==> config.mk <==
export PLATFORM = sky130hd
export DESIGN_NAME = wb_commit_unit_flat
export DESIGN_NICKNAME = d
export VERILOG_FILES = /design/src/rtl/wb_commit_if.sv /design/src/rtl/wb_commit_unit.sv /design/src/flat_wrapper.sv
export SDC_FILE = /design/constraint.sdc
export NUM_CORES = 2
export LEC_CHECK = 0
export CAP_MARGIN = 0
export CORE_ASPECT_RATIO = 0.5
export CORE_MARGIN = 1
export CORE_UTILIZATION = 55
export DETAILED_ROUTE_END_ITERATION = 10
export HOLD_SLACK_MARGIN = 0.08
export PLACE_DENSITY_LB_ADDON = 0.25
export SLEW_MARGIN = 30
export SYNTH_ARGS = -nofsm -noshare
export SYNTH_HDL_FRONTEND = slang
export SYNTH_HIERARCHICAL = 1
export SYNTH_SLANG_ARGS = --single-unit
==> constraint.sdc <==
create_clock -name clk -period 6 [get_ports clk]
set_clock_uncertainty 0.15 [all_clocks]
set_input_delay 1.5 -clock clk [delete_from_list [all_inputs] [get_ports clk]]
set_output_delay 1.5 -clock clk [all_outputs]
set_load 0.05 [all_outputs]
==> src/rtl/wb_commit_if.sv <==
// Retire-slot bundle between the issue/execute pipe and the writeback commit unit.
//   master modport : the pipe side. It drives the master and slave retire slots and sees commit_ready.
//   slave modport  : the commit unit side. It receives both slots and drives commit_ready.
// Slot fields: valid, pc[31:0], wen, wa[4:0], wd[31:0].
// The master slot is the older instruction and the slave slot is the younger one.
interface wb_commit_if;
  logic        m_valid;
  logic [31:0] m_pc;
  logic        m_wen;
  logic [4:0]  m_wa;
  logic [31:0] m_wd;
  logic        s_valid;
  logic [31:0] s_pc;
  logic        s_wen;
  logic [4:0]  s_wa;
  logic [31:0] s_wd;
  logic        commit_ready;

  modport master (
    output m_valid, m_pc, m_wen, m_wa, m_wd,
    output s_valid, s_pc, s_wen, s_wa, s_wd,
    input  commit_ready
  );

  modport slave (
    input  m_valid, m_pc, m_wen, m_wa, m_wd,
    input  s_valid, s_pc, s_wen, s_wa, s_wd,
    output commit_ready
  );
endinterface

==> src/rtl/wb_commit_unit.sv <==
// Dual-issue writeback/commit stage.
// It is the writer end of a 2-write-port register file, and it serialises retired
// instructions into a one-per-cycle debug trace.
//   clk, rst                      : clock, synchronous active-high reset
//   rb (wb_commit_if.slave)       : master/slave retire slots in, commit_ready out
//   wen1/wa1/wd1                  : regfile write port 1 (master), registered
//   wen2/wa2/wd2                  : regfile write port 2 (slave), registered
//   debug_wb_pc/rf_wen/rf_wnum/rf_wdata, trace_valid : registered trace output
// The slave slot is younger. On a same-register conflict only the slave write is issued.

// Per-slot accept and write qualification. There is one instance per retire slot.
module wb_commit_lane (
  input  logic       valid,
  input  logic       ready,
  input  logic       wen,
  input  logic [4:0] wa,
  output logic       acc,
  output logic       wr
);
  assign acc = valid && ready;
  // $zero is never written
  assign wr  = acc && wen && (wa != 5'd0);
endmodule

module wb_commit_unit #(
  parameter int FIFO_DEPTH = 8,
  parameter int PTR_W      = $clog2(FIFO_DEPTH)
) (
  input  logic        clk,
  input  logic        rst,
  wb_commit_if.slave  rb,
  output logic        wen1,
  output logic [4:0]  wa1,
  output logic [31:0] wd1,
  output logic        wen2,
  output logic [4:0]  wa2,
  output logic [31:0] wd2,
  output logic [31:0] debug_wb_pc,
  output logic [3:0]  debug_wb_rf_wen,
  output logic [4:0]  debug_wb_rf_wnum,
  output logic [31:0] debug_wb_rf_wdata,
  output logic        trace_valid
);
  localparam int NUM_LANES = 2;
  localparam int OCC_W     = PTR_W + 1;
  localparam logic [OCC_W-1:0] RDY_MAX = OCC_W'(FIFO_DEPTH - 2);
  localparam logic [OCC_W-1:0] OCC_MAX = OCC_W'(FIFO_DEPTH);

  typedef struct packed {
    logic [31:0] pc;
    logic        wen;
    logic [4:0]  wa;
    logic [31:0] wd;
  } trace_ent_t;

  // Lane 0 is the master slot and lane 1 is the slave slot.
  logic [NUM_LANES-1:0]      ln_valid, ln_wen, ln_acc, ln_wr;
  logic [NUM_LANES-1:0][4:0] ln_wa;
  logic                      commit_ready;

  assign ln_valid = {rb.s_valid, rb.m_valid};
  assign ln_wen   = {rb.s_wen, rb.m_wen};
  assign ln_wa    = {rb.s_wa, rb.m_wa};

  for (genvar i = 0; i < NUM_LANES; i++) begin : g_lane
    wb_commit_lane u_lane (
      .valid (ln_valid[i]),
      .ready (commit_ready),
      .wen   (ln_wen[i]),
      .wa    (ln_wa[i]),
      .acc   (ln_acc[i]),
      .wr    (ln_wr[i])
    );
  end

  trace_ent_t       mem_q [FIFO_DEPTH];
  trace_ent_t       mem_d [FIFO_DEPTH];
  logic [PTR_W-1:0] wptr_q, wptr_d, rptr_q, rptr_d, s_idx;
  logic [OCC_W-1:0] occ_q, occ_d;
  logic             pop, conflict;
  trace_ent_t       head;

  logic        wen1_q, wen1_d, wen2_q, wen2_d;
  logic [4:0]  wa1_q, wa1_d, wa2_q, wa2_d;
  logic [31:0] wd1_q, wd1_d, wd2_q, wd2_d;
  logic [31:0] dpc_q, dpc_d, dwd_q, dwd_d;
  logic [3:0]  dwen_q, dwen_d;
  logic [4:0]  dwa_q, dwa_d;
  logic        tv_q, tv_d;

  // The ready decision uses only registered occupancy, so it cannot depend on this cycle's pushes.
  // Two free slots guarantee that a dual accept always fits.
  assign commit_ready = !rst && (occ_q <= RDY_MAX);
  assign rb.commit_ready = commit_ready;

  always_comb begin
    mem_d  = mem_q;
    pop    = (occ_q != '0);
    head   = mem_q[rptr_q];
    // When the master is not pushed this cycle, the slave takes the master's slot.
    s_idx  = wptr_q + PTR_W'(ln_acc[0]);
    if (ln_acc[0]) mem_d[wptr_q] = '{rb.m_pc, ln_wr[0], rb.m_wa, rb.m_wd};
    if (ln_acc[1]) mem_d[s_idx]  = '{rb.s_pc, ln_wr[1], rb.s_wa, rb.s_wd};
    wptr_d = s_idx + PTR_W'(ln_acc[1]);
    rptr_d = rptr_q + PTR_W'(pop);
    occ_d  = occ_q + OCC_W'(ln_acc[0]) + OCC_W'(ln_acc[1]) - OCC_W'(pop);

    // The slave is younger, so the master write is dropped on a conflict.
    // The trace still records the master write.
    conflict = ln_wr[0] && ln_wr[1] && (rb.m_wa == rb.s_wa);
    wen1_d   = ln_wr[0] && !conflict;
    wa1_d    = ln_acc[0] ? rb.m_wa : wa1_q;
    wd1_d    = ln_acc[0] ? rb.m_wd : wd1_q;
    wen2_d   = ln_wr[1];
    wa2_d    = ln_acc[1] ? rb.s_wa : wa2_q;
    wd2_d    = ln_acc[1] ? rb.s_wd : wd2_q;

    tv_d   = pop;
    dwen_d = pop ? {4{head.wen}} : 4'h0;
    dpc_d  = pop ? head.pc : dpc_q;
    dwa_d  = pop ? head.wa : dwa_q;
    dwd_d  = pop ? head.wd : dwd_q;
  end

  always_ff @(posedge clk) begin
    if (rst) begin
      for (int i = 0; i < FIFO_DEPTH; i++) mem_q[i] <= '0;
      wptr_q <= '0;
      rptr_q <= '0;
      occ_q  <= '0;
      wen1_q <= 1'b0;
      wa1_q  <= '0;
      wd1_q  <= '0;
      wen2_q <= 1'b0;
      wa2_q  <= '0;
      wd2_q  <= '0;
      tv_q   <= 1'b0;
      dwen_q <= '0;
      dpc_q  <= '0;
      dwa_q  <= '0;
      dwd_q  <= '0;
    end else begin
      mem_q  <= mem_d;
      wptr_q <= wptr_d;
      rptr_q <= rptr_d;
      occ_q  <= occ_d;
      wen1_q <= wen1_d;
      wa1_q  <= wa1_d;
      wd1_q  <= wd1_d;
      wen2_q <= wen2_d;
      wa2_q  <= wa2_d;
      wd2_q  <= wd2_d;
      tv_q   <= tv_d;
      dwen_q <= dwen_d;
      dpc_q  <= dpc_d;
      dwa_q  <= dwa_d;
      dwd_q  <= dwd_d;
    end
  end

  // Occupancy above depth would mean the ready threshold is broken.
  always_ff @(posedge clk) begin
    if (!rst) assert (occ_q <= OCC_MAX);
  end

  assign wen1              = wen1_q;
  assign wa1               = wa1_q;
  assign wd1               = wd1_q;
  assign wen2              = wen2_q;
  assign wa2               = wa2_q;
  assign wd2               = wd2_q;
  assign debug_wb_pc       = dpc_q;
  assign debug_wb_rf_wen   = dwen_q;
  assign debug_wb_rf_wnum  = dwa_q;
  assign debug_wb_rf_wdata = dwd_q;
  assign trace_valid       = tv_q;
endmodule

==> src/flat_wrapper.sv <==
// flat-port wrapper written by rule: the top's interface ports become plain ports
module wb_commit_unit_flat 
#(
  parameter int FIFO_DEPTH = 8,
  parameter int PTR_W      = $clog2(FIFO_DEPTH)
)
  (clk, rst, wen1, wa1, wd1, wen2, wa2, wd2, debug_wb_pc, debug_wb_rf_wen, debug_wb_rf_wnum, debug_wb_rf_wdata, trace_valid, rb_m_valid, rb_m_pc, rb_m_wen, rb_m_wa, rb_m_wd, rb_s_valid, rb_s_pc, rb_s_wen, rb_s_wa, rb_s_wd, rb_commit_ready);
  wb_commit_if rb_i ();
  input  logic clk;
  input  logic rst;
  output logic wen1;
  output logic [4:0] wa1;
  output logic [31:0] wd1;
  output logic wen2;
  output logic [4:0] wa2;
  output logic [31:0] wd2;
  output logic [31:0] debug_wb_pc;
  output logic [3:0] debug_wb_rf_wen;
  output logic [4:0] debug_wb_rf_wnum;
  output logic [31:0] debug_wb_rf_wdata;
  output logic trace_valid;
  input wire logic [$bits(rb_i.m_valid)-1:0] rb_m_valid;
  input wire logic [$bits(rb_i.m_pc)-1:0] rb_m_pc;
  input wire logic [$bits(rb_i.m_wen)-1:0] rb_m_wen;
  input wire logic [$bits(rb_i.m_wa)-1:0] rb_m_wa;
  input wire logic [$bits(rb_i.m_wd)-1:0] rb_m_wd;
  input wire logic [$bits(rb_i.s_valid)-1:0] rb_s_valid;
  input wire logic [$bits(rb_i.s_pc)-1:0] rb_s_pc;
  input wire logic [$bits(rb_i.s_wen)-1:0] rb_s_wen;
  input wire logic [$bits(rb_i.s_wa)-1:0] rb_s_wa;
  input wire logic [$bits(rb_i.s_wd)-1:0] rb_s_wd;
  output wire logic [$bits(rb_i.commit_ready)-1:0] rb_commit_ready;
  assign rb_i.m_valid = rb_m_valid;
  assign rb_i.m_pc = rb_m_pc;
  assign rb_i.m_wen = rb_m_wen;
  assign rb_i.m_wa = rb_m_wa;
  assign rb_i.m_wd = rb_m_wd;
  assign rb_i.s_valid = rb_s_valid;
  assign rb_i.s_pc = rb_s_pc;
  assign rb_i.s_wen = rb_s_wen;
  assign rb_i.s_wa = rb_s_wa;
  assign rb_i.s_wd = rb_s_wd;
  assign rb_commit_ready = rb_i.commit_ready;
  wb_commit_unit #(.FIFO_DEPTH(FIFO_DEPTH), .PTR_W(PTR_W)) u_core (.clk(clk), .rst(rst), .rb(rb_i), .wen1(wen1), .wa1(wa1), .wd1(wd1), .wen2(wen2), .wa2(wa2), .wd2(wd2), .debug_wb_pc(debug_wb_pc), .debug_wb_rf_wen(debug_wb_rf_wen), .debug_wb_rf_wnum(debug_wb_rf_wnum), .debug_wb_rf_wdata(debug_wb_rf_wdata), .trace_valid(trace_valid));
endmodule
==> impl_metrics.json <==
{
  "netlist_instances": 3608,
  "die_area_um2": 65900,
  "dp_cells": 4356,
  "fmax_ghz": 0.209,
  "drt_iter0_markers": 2795,
  "h-tree-depth": 3,
  "place_hpwl_mm": 56.0,
  "cp_cell_sequence": "buf_8, a311oi_1, clkdlybuf4s50_1",
  "p_int_mw": 9.54,
  "dr.pass1.iters": 5,
  "core_um2": 63600,
  "status": "finished clean",
  "path_clk_slew_ns": 0.07,
  "setup_tns_ns": 0,
  "synth_seq_cells": 717,
  "route.detailed.drc": 0,
  "io_pins": 295,
  "end_kind": "output pin",
  "slew_viol_final": 0,
  "gp_congestion": 0.779,
  "syn_area_um2": 35700,
  "grt_start_max_net_pins": 113,
  "die_h_um": 182,
  "crit_fanout": 69,
  "fill_cells": 5067,
  "rsz0062_at_grt": "no",
  "grt_usage_pct": 29.9,
  "worstMarginPinSlew_ns": 0.982,
  "critPathSlowestCell": "clkdlybuf4s50_1",
  "viasPerCell": 6.22,
  "maxCapViolations": 0,
  "initial_core_util_pct": 56.1,
  "die_x_um": 362,
  "slew_headroom_pct": 34.5,
  "cts.sinks": 717,
  "insertion_delay_ns": 0.61,
  "area_growth_pct": 14.5,
  "cp.depth": 3,
  "cellLeakagePower_nw": 15.9,
  "ys.flop_type": "dfxtp_1",
  "syn_nets": 3765,
  "numCtsBuffers": 67,
  "final_area_um2": 40800,
  "cp.required_ns": 4.35,
  "ys_types": 40,
  "crit_buf_inv": 2,
  "p_sw_share_pct": 33.3,
  "postCtsSetupBuffers": 0,
  "clkPwrFrac_pct": 32.2,
  "min_path_cells": 2,
  "dpl_cell_area_um2": 38400,
  "setup_viol": 0,
  "worstPathArrival_ns": 3.14,
  "antenna_found_initial": 6,
  "reg2reg_depth": 12,
  "grt_pass1_vias": 27418,
  "drt-wirelength-per-cell_um": 22.6,
  "finalNonFillerCells": 4481,
  "multi_input_area_um2": 19200,
  "gr-total-overflow": 0,
  "hold_viol_final": 0,
  "avgSynthCellArea_um2": 9.89,
  "ys_warn_count": 6,
  "fin_crit_ns": 4.79,
  "num_vias": 27885,
  "async_flop_share_pct": 0,
  "startpoint_type": "primary input",
  "cts_resized": 0,
  "yosysSeqAreaShare_pct": 40.2,
  "irDropWorstVdd_uv": 253,
  "clock-root-buffer": "clkbuf_16",
  "tritoncts": "done",
  "finalCritPeriodShare_pct": 79.8,
  "grt_pass1_wl_mm": 157,
  "p_comb_share_pct": 28.1,
  "p_switching_mw": 4.75,
  "regArea_um2": 14400,
  "io_buffers": 294,
  "critPathKind": "primary input to output pin",
  "cp_top_family": "buffers and inverters",
  "synth-edff-count": 0,
  "final_nets": 3712,
  "drt-total-wl_mm": 101,
  "clock_tree.buffer_depth": 3,
  "pwr-share-seq_pct": 39.7,
  "slowest_delay_ns": 0.94,
  "power.density_nw_per_um2": 350,
  "final_antenna_net_count": 0,
  "row_count": 65,
  "hold_buffers": 0,
  "drive_above_1_share_pct": 15.8,
  "min_path_type": "flop to flop"
}
## flip-flops by register name (all words and copies together), names as in the netlist, 3 cells and up
name	count
u_core/wa2	5
u_core/wd2	32
u_core/debug_wb_pc	32
u_core/occ_q	4
u_core/debug_wb_rf_wnum	5
u_core/rptr_q	3
u_core/wptr_q	3
u_core/wa1	5
u_core/wd1	32
u_core/debug_wb_rf_wdata	32
u_core/mem_q	560
## cell families after synthesis
kind of cell	Yosys count	synth area share [%]
buffers and inverters	493	6.41
DFF	717	40.2
AOI/OAI and AO/OA	715	17.2
xor gates and xnor gates	10	0.267
and+or+nand+nor	830	9.11
muxes	830	26.2
adders and majority gates	13	0.498
## cell usage after synthesis, drive strengths merged (3+ instances only)
| cell type | n | area, um2 |
|---|---|---|
| xor2 | 6 | 60.1 |
| o41ai | 5 | 43.8 |
| mux2 | 128 | 1440 |
| a2111oi | 4 | 35.0 |
| ha | 11 | 138 |
| nor2b | 21 | 131 |
| xnor2 | 4 | 35.0 |
| buf | 236 | 1320 |
| mux2i | 631 | 6320 |
| a211oi | 566 | 5110 |
| a21oi | 6 | 30.0 |
| clkbuf | 247 | 927 |
| dfxtp | 717 | 14400 |
| nand2 | 72 | 270 |
| or3 | 5 | 31.3 |
| o31ai | 64 | 480 |
| nand3 | 5 | 25.0 |
| o22ai | 64 | 400 |
| nor2 | 709 | 2660 |
| nand4b | 3 | 26.3 |
| mux4 | 71 | 1600 |
| inv | 10 | 37.5 |
| nand2b | 4 | 25.0 |
## placed cells by master (no fill, tap or decap), drive strengths merged, types with 2 or more instances in the layout
master,n
inv,12
o211a,2
nor2,709
xnor2,4
or4,2
nand4b,3
clkdlybuf4s50,293
a21oi,6
ha,11
buf,68
mux4,71
nor2b,21
nand2,72
o22ai,64
nor3b,2
a2111oi,4
mux2,128
bufinv,7
a311oi,2
and2,2
mux2i,631
nor3,2
nand3,5
xor2,6
dfxtp,717
fa,2
a211oi,566
clkbuf,99
diode,6
o41ai,5
or3,5
nand2b,4
clkinv,10
o31ai,64
## per-layer routing
metal,wire length (um),share of wire (%),global-route usage [%]
met5,0,0,0
met4,2650,2.6,9.56
met3,6970,6.9,4.18
met2,46500,46,48.0
met1,45000,45,41.6
## tightest hold or removal path: stages, from the launching register on
cell	delay, ns
dfxtp_1	0.33
nand2_1	0.05
o31ai_1	0.05
## final cells by class
cell class | instances | share of cell area [%]
Antenna cell | 6 | 0.0368
Timing Repair Buffer | 361 | 9.37
Multi-Input combinational cell | 2398 | 46.9
Tap cell | 871 | 2.67
Clock inverter | 19 | 0.689
Clock buffer | 99 | 5.08
Sequential cell | 717 | 35.2
Inverter | 10 | 0.0919
## power by group through the flow
stage	Sequential, mW	Combinational [mW]	Clock [mW]
CTS	5.72	3.92	4.66
global route	5.72	4.22	4.87
global placement	5.81	3.84	0
detailed placement	5.82	3.91	0
floorplan	6.17	2.32	0
finish	5.68	4.01	4.60
## final timing paths
path	startpoint	endpoint	slack (ns)
max reg2reg	u_core/occ_q[3]$_SDFF_PP0_	u_core/mem_q[309]$_SDFF_PP0_	2.14
min reg2reg	u_core/debug_wb_rf_wdata[4]$_SDFFE_PP0N_	u_core/debug_wb_rf_wdata[4]$_SDFFE_PP0N_	0.30
max	rst	rb_commit_ready	1.21
min	u_core/debug_wb_rf_wdata[4]$_SDFFE_PP0N_	u_core/debug_wb_rf_wdata[4]$_SDFFE_PP0N_	0.30
## through the flow
stage / power, mW / hold WS (ns) / setup WS [ns] / utilization (%)
after floorplan: 8.49 / 0.364 / 0.223 / -
after global placement: 9.64 / 0.282 / 1.21 / 60.3
after detailed placement: 9.72 / 0.288 / 1.00 / 60.4
after CTS: 14.3 / 0.304 / 1.22 / 64.1
after global routing: 14.8 / 0.320 / 1.10 / 64.2
final: 14.3 / 0.302 / 1.21 / 64.2
Note: power is estimated with default switching activity, not from simulation.
